`config.mk`:
```
export PLATFORM = sky130hd
export DESIGN_NAME = idex_elastic_reg_flat
export DESIGN_NICKNAME = d
export VERILOG_FILES = /design/src/rtl/idex_elastic_reg_if.sv /design/src/rtl/idex_elastic_reg.sv /design/src/flat_wrapper.sv
export SDC_FILE = /design/constraint.sdc
export NUM_CORES = 1
export LEC_CHECK = 0
export ABC_AREA = 0
export CAP_MARGIN = 30
export CELL_PAD_IN_SITES_DETAIL_PLACEMENT = 1
export CELL_PAD_IN_SITES_GLOBAL_PLACEMENT = 1
export CORE_UTILIZATION = 35
export DETAILED_ROUTE_END_ITERATION = 12
export PLACE_DENSITY = 0.74
export REMOVE_ABC_BUFFERS = 1
export SLEW_MARGIN = 30
export SYNTH_ARGS = -nofsm -noshare
export SYNTH_HDL_FRONTEND = slang
export SYNTH_SLANG_ARGS = --single-unit
```
`constraint.sdc`:
```
create_clock -name clk -period 1.58 [get_ports clk]
set_input_delay 0.158 -clock clk [delete_from_list [all_inputs] [get_ports clk]]
set_output_delay 0.158 -clock clk [all_outputs]
set_load 0.01 [all_outputs]
```
`src/rtl/idex_elastic_reg_if.sv`:
```
// rtl/idex_elastic_reg_if.sv - decode-side and execute-side handshake bundle for the ID/EX elastic register
interface idex_elastic_reg_if #(
  parameter int DATA_W = 32,
  parameter int RA_W   = 5,
  parameter int CTRL_W = 11,
  parameter int FUNC_W = 6
);
  logic              in_valid;
  logic              in_ready;
  logic [RA_W-1:0]   in_rs, in_rt, in_rd;
  logic [DATA_W-1:0] in_data1, in_data2, in_imm, in_next_pc, in_jump_addr;
  logic [CTRL_W-1:0] in_ctrl;

  logic              out_valid;
  logic              out_ready;
  logic [RA_W-1:0]   out_rs, out_rt, out_rd;
  logic [DATA_W-1:0] out_data1, out_data2, out_imm, out_next_pc, out_jump_addr;
  logic [CTRL_W-1:0] out_ctrl;
  logic [FUNC_W-1:0] out_func;

  modport master (
    output in_valid, in_rs, in_rt, in_rd, in_data1, in_data2, in_imm, in_next_pc,
           in_jump_addr, in_ctrl, out_ready,
    input  in_ready, out_valid, out_rs, out_rt, out_rd, out_data1, out_data2, out_imm,
           out_next_pc, out_jump_addr, out_ctrl, out_func
  );

  modport slave (
    input  in_valid, in_rs, in_rt, in_rd, in_data1, in_data2, in_imm, in_next_pc,
           in_jump_addr, in_ctrl, out_ready,
    output in_ready, out_valid, out_rs, out_rt, out_rd, out_data1, out_data2, out_imm,
           out_next_pc, out_jump_addr, out_ctrl, out_func
  );
endinterface

```
`src/rtl/idex_elastic_reg.sv`:
```
// rtl/idex_elastic_reg.sv - ID/EX pipeline register with 2-entry skid buffer and flush
// Optional saturating perf counters when IDEX_PERF_EN is defined.
module idex_elastic_reg #(
  parameter int DATA_W = 32,
  parameter int RA_W   = 5,
  parameter int CTRL_W = 11,
  parameter int FUNC_W = 6
`ifdef IDEX_PERF_EN
  , parameter int PERF_W = 16
`endif
) (
  input  logic               clk,
  input  logic               rst_n,
  input  logic               flush,
  idex_elastic_reg_if.slave  bus
`ifdef IDEX_PERF_EN
  , output logic [PERF_W-1:0] stall_cnt
  , output logic [PERF_W-1:0] bubble_cnt
  , output logic [PERF_W-1:0] flush_cnt
`endif
);
  localparam int PAY_W = 3*RA_W + 5*DATA_W + CTRL_W;

  localparam logic [1:0] EMPTY = 2'd0;
  localparam logic [1:0] FULL  = 2'd1;
  localparam logic [1:0] SKID  = 2'd2;

  logic [1:0]        state_q, state_d;
  logic [PAY_W-1:0]  main_q, main_d;
  logic [PAY_W-1:0]  skid_q, skid_d;
  logic [PAY_W-1:0]  in_pay;
  logic [CTRL_W-1:0] main_ctrl;
  logic              main_valid;
  logic              acc, ret;

  assign in_pay = {bus.in_rs, bus.in_rt, bus.in_rd, bus.in_data1, bus.in_data2, bus.in_imm,
                   bus.in_next_pc, bus.in_jump_addr, bus.in_ctrl};

  assign {bus.out_rs, bus.out_rt, bus.out_rd, bus.out_data1, bus.out_data2, bus.out_imm,
          bus.out_next_pc, bus.out_jump_addr, main_ctrl} = main_q;

  // in_ready is a pure decode of the state register, so out_ready never reaches it combinationally
  assign main_valid    = (state_q != EMPTY);
  assign bus.in_ready  = (state_q != SKID);
  assign bus.out_valid = main_valid;
  assign bus.out_ctrl  = main_valid ? main_ctrl : '0;
  assign bus.out_func  = bus.out_imm[FUNC_W-1:0];

  assign acc = bus.in_valid & bus.in_ready;
  assign ret = main_valid & bus.out_ready;

  always_comb begin
    state_d = state_q;
    main_d  = main_q;
    skid_d  = skid_q;
    case (state_q)
      EMPTY: begin
        if (acc) begin
          main_d  = in_pay;
          state_d = FULL;
        end
      end
      FULL: begin
        if (acc && ret) begin
          main_d = in_pay;
        end else if (acc) begin
          skid_d  = in_pay;
          state_d = SKID;
        end else if (ret) begin
          state_d = EMPTY;
        end
      end
      SKID: begin
        if (ret) begin
          main_d  = skid_q;
          state_d = FULL;
        end
      end
      default: state_d = EMPTY;
    endcase
    // Payload may still move on a flush; it is don't-care once both valids drop
    if (flush) state_d = EMPTY;
  end

  always_ff @(posedge clk) begin
    if (!rst_n) begin
      state_q <= EMPTY;
      main_q  <= '0;
      skid_q  <= '0;
    end else begin
      state_q <= state_d;
      main_q  <= main_d;
      skid_q  <= skid_d;
    end
  end

`ifdef IDEX_PERF_EN
  logic [PERF_W-1:0] stall_cnt_q, bubble_cnt_q, flush_cnt_q;

  always_ff @(posedge clk) begin
    if (!rst_n) begin
      stall_cnt_q  <= '0;
      bubble_cnt_q <= '0;
      flush_cnt_q  <= '0;
    end else begin
      if (bus.in_valid && !bus.in_ready && (stall_cnt_q != '1))
        stall_cnt_q <= stall_cnt_q + PERF_W'(1);
      if (bus.out_ready && !main_valid && (bubble_cnt_q != '1))
        bubble_cnt_q <= bubble_cnt_q + PERF_W'(1);
      if (flush && (flush_cnt_q != '1))
        flush_cnt_q <= flush_cnt_q + PERF_W'(1);
    end
  end

  assign stall_cnt  = stall_cnt_q;
  assign bubble_cnt = bubble_cnt_q;
  assign flush_cnt  = flush_cnt_q;
`endif
endmodule
```
`src/flat_wrapper.sv`:
```
// flat-port wrapper written by rule: the top's interface ports become plain ports
module idex_elastic_reg_flat 
#(
  parameter int DATA_W = 32,
  parameter int RA_W   = 5,
  parameter int CTRL_W = 11,
  parameter int FUNC_W = 6

)
  (clk, rst_n, flush, bus_in_valid, bus_in_rs, bus_in_rt, bus_in_rd, bus_in_data1, bus_in_data2, bus_in_imm, bus_in_next_pc, bus_in_jump_addr, bus_in_ctrl, bus_out_ready, bus_in_ready, bus_out_valid, bus_out_rs, bus_out_rt, bus_out_rd, bus_out_data1, bus_out_data2, bus_out_imm, bus_out_next_pc, bus_out_jump_addr, bus_out_ctrl, bus_out_func);
  idex_elastic_reg_if #(.DATA_W(DATA_W), .RA_W(RA_W), .CTRL_W(CTRL_W), .FUNC_W(FUNC_W)) bus_i ();
  input  logic clk;
  input  logic rst_n;
  input  logic flush;
  input wire logic [$bits(bus_i.in_valid)-1:0] bus_in_valid;
  input wire logic [$bits(bus_i.in_rs)-1:0] bus_in_rs;
  input wire logic [$bits(bus_i.in_rt)-1:0] bus_in_rt;
  input wire logic [$bits(bus_i.in_rd)-1:0] bus_in_rd;
  input wire logic [$bits(bus_i.in_data1)-1:0] bus_in_data1;
  input wire logic [$bits(bus_i.in_data2)-1:0] bus_in_data2;
  input wire logic [$bits(bus_i.in_imm)-1:0] bus_in_imm;
  input wire logic [$bits(bus_i.in_next_pc)-1:0] bus_in_next_pc;
  input wire logic [$bits(bus_i.in_jump_addr)-1:0] bus_in_jump_addr;
  input wire logic [$bits(bus_i.in_ctrl)-1:0] bus_in_ctrl;
  input wire logic [$bits(bus_i.out_ready)-1:0] bus_out_ready;
  output wire logic [$bits(bus_i.in_ready)-1:0] bus_in_ready;
  output wire logic [$bits(bus_i.out_valid)-1:0] bus_out_valid;
  output wire logic [$bits(bus_i.out_rs)-1:0] bus_out_rs;
  output wire logic [$bits(bus_i.out_rt)-1:0] bus_out_rt;
  output wire logic [$bits(bus_i.out_rd)-1:0] bus_out_rd;
  output wire logic [$bits(bus_i.out_data1)-1:0] bus_out_data1;
  output wire logic [$bits(bus_i.out_data2)-1:0] bus_out_data2;
  output wire logic [$bits(bus_i.out_imm)-1:0] bus_out_imm;
  output wire logic [$bits(bus_i.out_next_pc)-1:0] bus_out_next_pc;
  output wire logic [$bits(bus_i.out_jump_addr)-1:0] bus_out_jump_addr;
  output wire logic [$bits(bus_i.out_ctrl)-1:0] bus_out_ctrl;
  output wire logic [$bits(bus_i.out_func)-1:0] bus_out_func;
  assign bus_i.in_valid = bus_in_valid;
  assign bus_i.in_rs = bus_in_rs;
  assign bus_i.in_rt = bus_in_rt;
  assign bus_i.in_rd = bus_in_rd;
  assign bus_i.in_data1 = bus_in_data1;
  assign bus_i.in_data2 = bus_in_data2;
  assign bus_i.in_imm = bus_in_imm;
  assign bus_i.in_next_pc = bus_in_next_pc;
  assign bus_i.in_jump_addr = bus_in_jump_addr;
  assign bus_i.in_ctrl = bus_in_ctrl;
  assign bus_i.out_ready = bus_out_ready;
  assign bus_in_ready = bus_i.in_ready;
  assign bus_out_valid = bus_i.out_valid;
  assign bus_out_rs = bus_i.out_rs;
  assign bus_out_rt = bus_i.out_rt;
  assign bus_out_rd = bus_i.out_rd;
  assign bus_out_data1 = bus_i.out_data1;
  assign bus_out_data2 = bus_i.out_data2;
  assign bus_out_imm = bus_i.out_imm;
  assign bus_out_next_pc = bus_i.out_next_pc;
  assign bus_out_jump_addr = bus_i.out_jump_addr;
  assign bus_out_ctrl = bus_i.out_ctrl;
  assign bus_out_func = bus_i.out_func;
  idex_elastic_reg #(.DATA_W(DATA_W), .RA_W(RA_W), .CTRL_W(CTRL_W), .FUNC_W(FUNC_W)) u_core (.clk(clk), .rst_n(rst_n), .flush(flush), .bus(bus_i));
endmodule
```
# After elaboration in Yosys (flattened, before gate mapping)
# Index checks and enable logic that the tools add are counted.
# classes
div_mod_pow,0
n_shift,0
n_mul,0
reduce_logical,8
order_cmp,0
n_addsub,0
eq_ne,8
mux,11
bitwise,4
# ops
op,n
$mux W186,3
$pmux W186 S3,1
$mux W11,1
$mux W2,5
$reduce_and A4 Y1,2
$ne A2 B1 Y1 const B,3
$pmux W2 S3,1
$ne A2 B2 Y1 const B,2
$ne A3 B1 Y1 const B,1
$reduce_and A3 Y1,1
$reduce_bool A3 Y1,1
$and A1 B1 Y1,2
$eq A2 B1 Y1 const B,1
$eq A2 B2 Y1 const B,1
$logic_not A2 Y1,1
$not A1 Y1,2
$reduce_bool A2 Y1,1
$reduce_or A2 Y1,1
$logic_and A1 B1 Y1,1
# totals
mem_count,0
mem_bits_rw,0
latchBits,0
in_bits,191
output_inout_bits,194
word_cells,34
ff_bits,374
mem_bits_ro,0

# Depth between registers and ports, before layout
# depth
word_depth,6
ltp_mapped,7
depth_no_buf,3

# Worst setup path after synthesis
# Ideal clock, no wire load.
# synth_timing
path_type,flip-flop to flip-flop
startpoint,reg u_core.state_q[0]
endpoint,reg u_core.main_q[100]
period_less_slack_ns,1.532
arrival_time_ns,1.386
stages_incl_launch_ff,7
setup_ns,0.146
setup_slack_ns,0.048
required_time_ns,1.434
n_path_buf,3
cell_sequence,dfxtp_1 and3b_1 buf_4 buf_2 buf_1 a211oi_1 a211oi_2
# synth_via
elab_chain_cells,5
word_cells_on_any_way,14
cone_classes,eq/ne: 6; mux: 1; bitwise: 2; reduce/logical: 5
# synth_lines
item,line,source
start: declaration,idex_elastic_reg.sv:28,"logic [1:0] state_q, state_d;"
start signal: assignment,idex_elastic_reg.sv:91,state_q <= state_d;
$ne A2 B2 Y1 or $reduce_bool A2 Y1 (tied branches),"idex_elastic_reg.sv:44, idex_elastic_reg.sv:43",
$and A1 B1 Y1 (on tied branches),"idex_elastic_reg.sv:49, idex_elastic_reg.sv:50",
$logic_and A1 B1 Y1,idex_elastic_reg.sv:64,if (acc && ret) begin
$ne A2 B1 Y1 (no source line),-,
$reduce_and A4 Y1 (no source line),-,
end signal: assignment,idex_elastic_reg.sv:92,main_q <= main_d;
end: declaration,idex_elastic_reg.sv:29,"logic [PAY_W-1:0] main_q, main_d;"
# Parallel ways exist; a longest one is shown, timed or not.
# A chain may end at the register's enable or synchronous reset.

# Final worst setup path
# layout_timing
startpoint,reg u_core.state_q[1]
endpoint,reg u_core.main_q[21]
# Same word-level chain as after synthesis.

==> summary.txt <==
Outcome
  • Status: finished, violations left
  • Failing checks: negative setup slack

Yosys
  • Synth Area in Adders: 0
  • Synth Cell Area: 17600 um^2
  • Sequential-to-total area share from yosys stat: 0.424
  • Synth warnings: 0
  • Cell variety after synth: 22
  • Avg Cell Area, Syn: 9.34 um^2
  • #FFs+latches synth: 374
  • Main combinational cell family by area after synthesis: compound AO/OA/AOI/OAI gates
  • Simple-Gate Fraction of Synth Area: 0.0877
  • Compound-gate portion of the synthesized area: 0.253
  • Top cells by area, synth: dfxtp_1 (42%), mux2i_1 (11%), a211oi_2 (9.9%)
  • Xor/xnor share of the synthesized area: 0
  • Mux cell area share after synthesis: 0.106
  • Post-Syn Instances: 1890
  • Synth top area share: 0.424
  • Synth area leader: dfxtp_1

Run
  • Max cap viols: 0

Clock network
  • H-tree depth: 2
  • Skew-Pair Late Insertion Delay: 0.56 ns
  • Worst-path clk slew: 0.06 ns
  • Clock buffer depth: 3
  • Num Clock Sinks: 374
  • Clk root buf: clkbuf_16
  • CTS tree: built
  • Total CTS buffers: 43
  • Hold_buf cts: 0

Power and ir drop
  • Leakage: 9.75 nW
  • Maximum vdd drop: 664 uV
  • Power Dens Cells: 942 nW/um^2

Critical path
  • Worst Path Required: 2.02 ns
  • CP Cell Sequence: buf_6 -> buf_12 -> nand2b_4 -> buf_8 -> buf_12 -> buf_12 -> buf_12 -> mux2i_1 -> a211oi_2
  • Worst Setup SP: u_core.state_q[1]
  • Crit path largest cell delay: 0.36 ns
  • Reg2reg path depth: 9
  • Worst setup SP type: register
  • Most used cell, CP: buf_12
  • CP max-delay cell: dfxtp_4
  • Flop2flop setup slack: -0.21 ns
  • Crit path kind: reg -> reg
  • Worst r2r src: u_core.state_q[1]
  • Crit Path Max Fanout: 17
  • R2r endpoint: u_core.main_q[21]
  • Crit. End Element: register
  • Arr. time, crit path: 2.23 ns

Drt
  • Post-route ant nets: 0
  • Initial DRC count: 770
  • Vias per cell: 5.33
  • Per-cell routed wire length: 21.8 um
  • Routed WL: 61.8 mm
  • Drt drc: 0
  • Initial DRT Pass Iterations: 4
  • Via count: 15100

Placed design
  • Placed cell count: 2720
  • IO buf count: 384
  • Post-DP HPWL: 39.4 mm
  • GPL Wtd Cong: 0.773

Final layout
  • Post-Route Utilization: 0.516
  • Fin nets: 2338
  • Most frequent cells in the layout: dfxtp_1 (372), nand2_1 (354), clkdlybuf4s50_1 (343), a211oi_1 (189), a211oi_2 (182)
  • Fraction of layout cells with a size suffix above 1: 0.282
  • Antenna Cells: 0
  • Final std cells w/o fill: 2837
  • Area grow syn2layout: 44.3%
  • Commonest non-fill, non-tap cell in the layout: dfxtp_1

Floorplanning
  • Initial Utilization: 0.357
  • DIE AREA: 51300 um^2
  • Chip width: 227 um
  • FP Rows: 81
  • Core ar.: 49400 um^2
  • I/O pin count: 385
  • Die height: 227 um

Min path
  • Hold Path Depth: 3
  • Endpoint, Worst Hold: u_core.skid_q[52]
  • Hold Path Class: in -> reg
  • Hold wc startpoint: bus_in_next_pc[9]

Timing
  • Final setup violation count: 517
  • Final setup margin: -0.207 ns
  • WHS: 0.176 ns
  • Slew margin rel.: 0.759
  • Fmax: 0.560 GHz
  • Worst-Margin Slew: 0.359 ns
  • Fin crit share: 1.13
  • Clock skew: 0.0218 ns
  • Final Hold Vio Count: 0
  • RSZ-0062 raised after global routing: yes
  • Final worst path period need: 1.79 ns
  • Final Max Tran Viols: 0
  • Sum Neg Setup Slack: -36.58 ns

Global routing
  • Initial antenna violation count: 1
  • Maximum number of pins on one net before global-route repair: 65
  • First-pass GRT wire length: 91.2 mm
  • All-Layer GR Usage: 0.226
  • Vias in the first global route: 15900
  • Global route total overflow: 0
## worst max-delay path: cells and delay by family, from the launching register on
family | cells | cell delay [ns]
simple gates | 1 | 0.07
mux | 1 | 0.29
buf+inv | 6 | 0.83
flops | 1 | 0.36
compound gates | 1 | 0.11
## synthesized netlist by cell type
master     count
nor4bb_1       1
a21o_1         2
or3b_2         1
and3b_1        1
nand4bb_1      1
a211oi_1     233
inv_1          2
dfxtp_1      374
nor2b_1       12
buf_2         47
buf_1         10
nor2_1         1
nand2b_1       3
a21oi_1      187
clkbuf_1     108
and2_1         1
buf_6         17
nand2_1      374
o21bai_1       1
a211oi_2     140
mux2i_1      186
buf_4        188
## worst max path at each step
stage                              end  cells past startpoint
floorplan             u_core.skid_q[0]                      3
global placement     u_core.skid_q[75]                      6
detailed placement  u_core.skid_q[139]                      6
CTS                  u_core.main_q[76]                      9
global route         u_core.main_q[21]                      9
finish               u_core.main_q[21]                      9
## routing by layer
metal	track usage	wire (um)	vias to the layer above	part of all wire
met3	0.0399	2810	108	0.045
met2	0.383	30700	392	0.50
li1	-	-	7061	-
met1	0.288	26600	7557	0.43
met5	0	11	-	0.00018
met4	0.0776	1680	2	0.027
## final cells by class
class / instances / area [um^2]
multi-input combinational: 1144 / 8990
fill: 5278 / 23900
sequential: 374 / 7490
clock inverter: 7 / 120
timing repair buffer: 582 / 6800
tap: 664 / 831
clock buffer: 64 / 1200
inverter: 2 / 15.0
## timing repair
| item | in CTS | in global routing |
|---|---|---|
| pin swaps | 10 | 30 |
| setup buffers | 26 | 8 |
| setup endpoints to repair | 551 | 538 |
| resized for setup | 189 | 207 |
| gates cloned | 10 | 9 |
| hold endpoints to repair | 0 | 0 |
## logic make-up (layout without fill, tap and decap cells)
kind of cell | count (synthesis) | in the layout
AOI/OAI and AO/OA | 563 | 563
buffers and inverters | 372 | 655
DFF | 374 | 374
muxes | 186 | 186
and+or+nand+nor | 395 | 395
## state kept, by name, indices dropped and copies added (netlist names)
signal / cells
u_core.main_q: 186
u_core.skid_q: 186
u_core.state_q: 2
## per-stage QoR
step	area (um^2)	worst slack, ns	total power [mW]
floorplan	15400	-12.05	12.1
global placement	22200	-0.449	14.0
detailed placement	22200	-0.524	14.1
CTS	24400	-0.174	23.9
global route	25500	-0.295	24.9
finish	25500	-0.207	24.0
## report_power, final
group	internal (mW)	switching, mW	leakage [nW]	total, mW
combinational	2.14	1.87	6.04	4.01
sequential	9.90	0.355	3.07	10.3
clock	5.73	3.98	0.640	9.71
(Power assumes the default switching activity.)
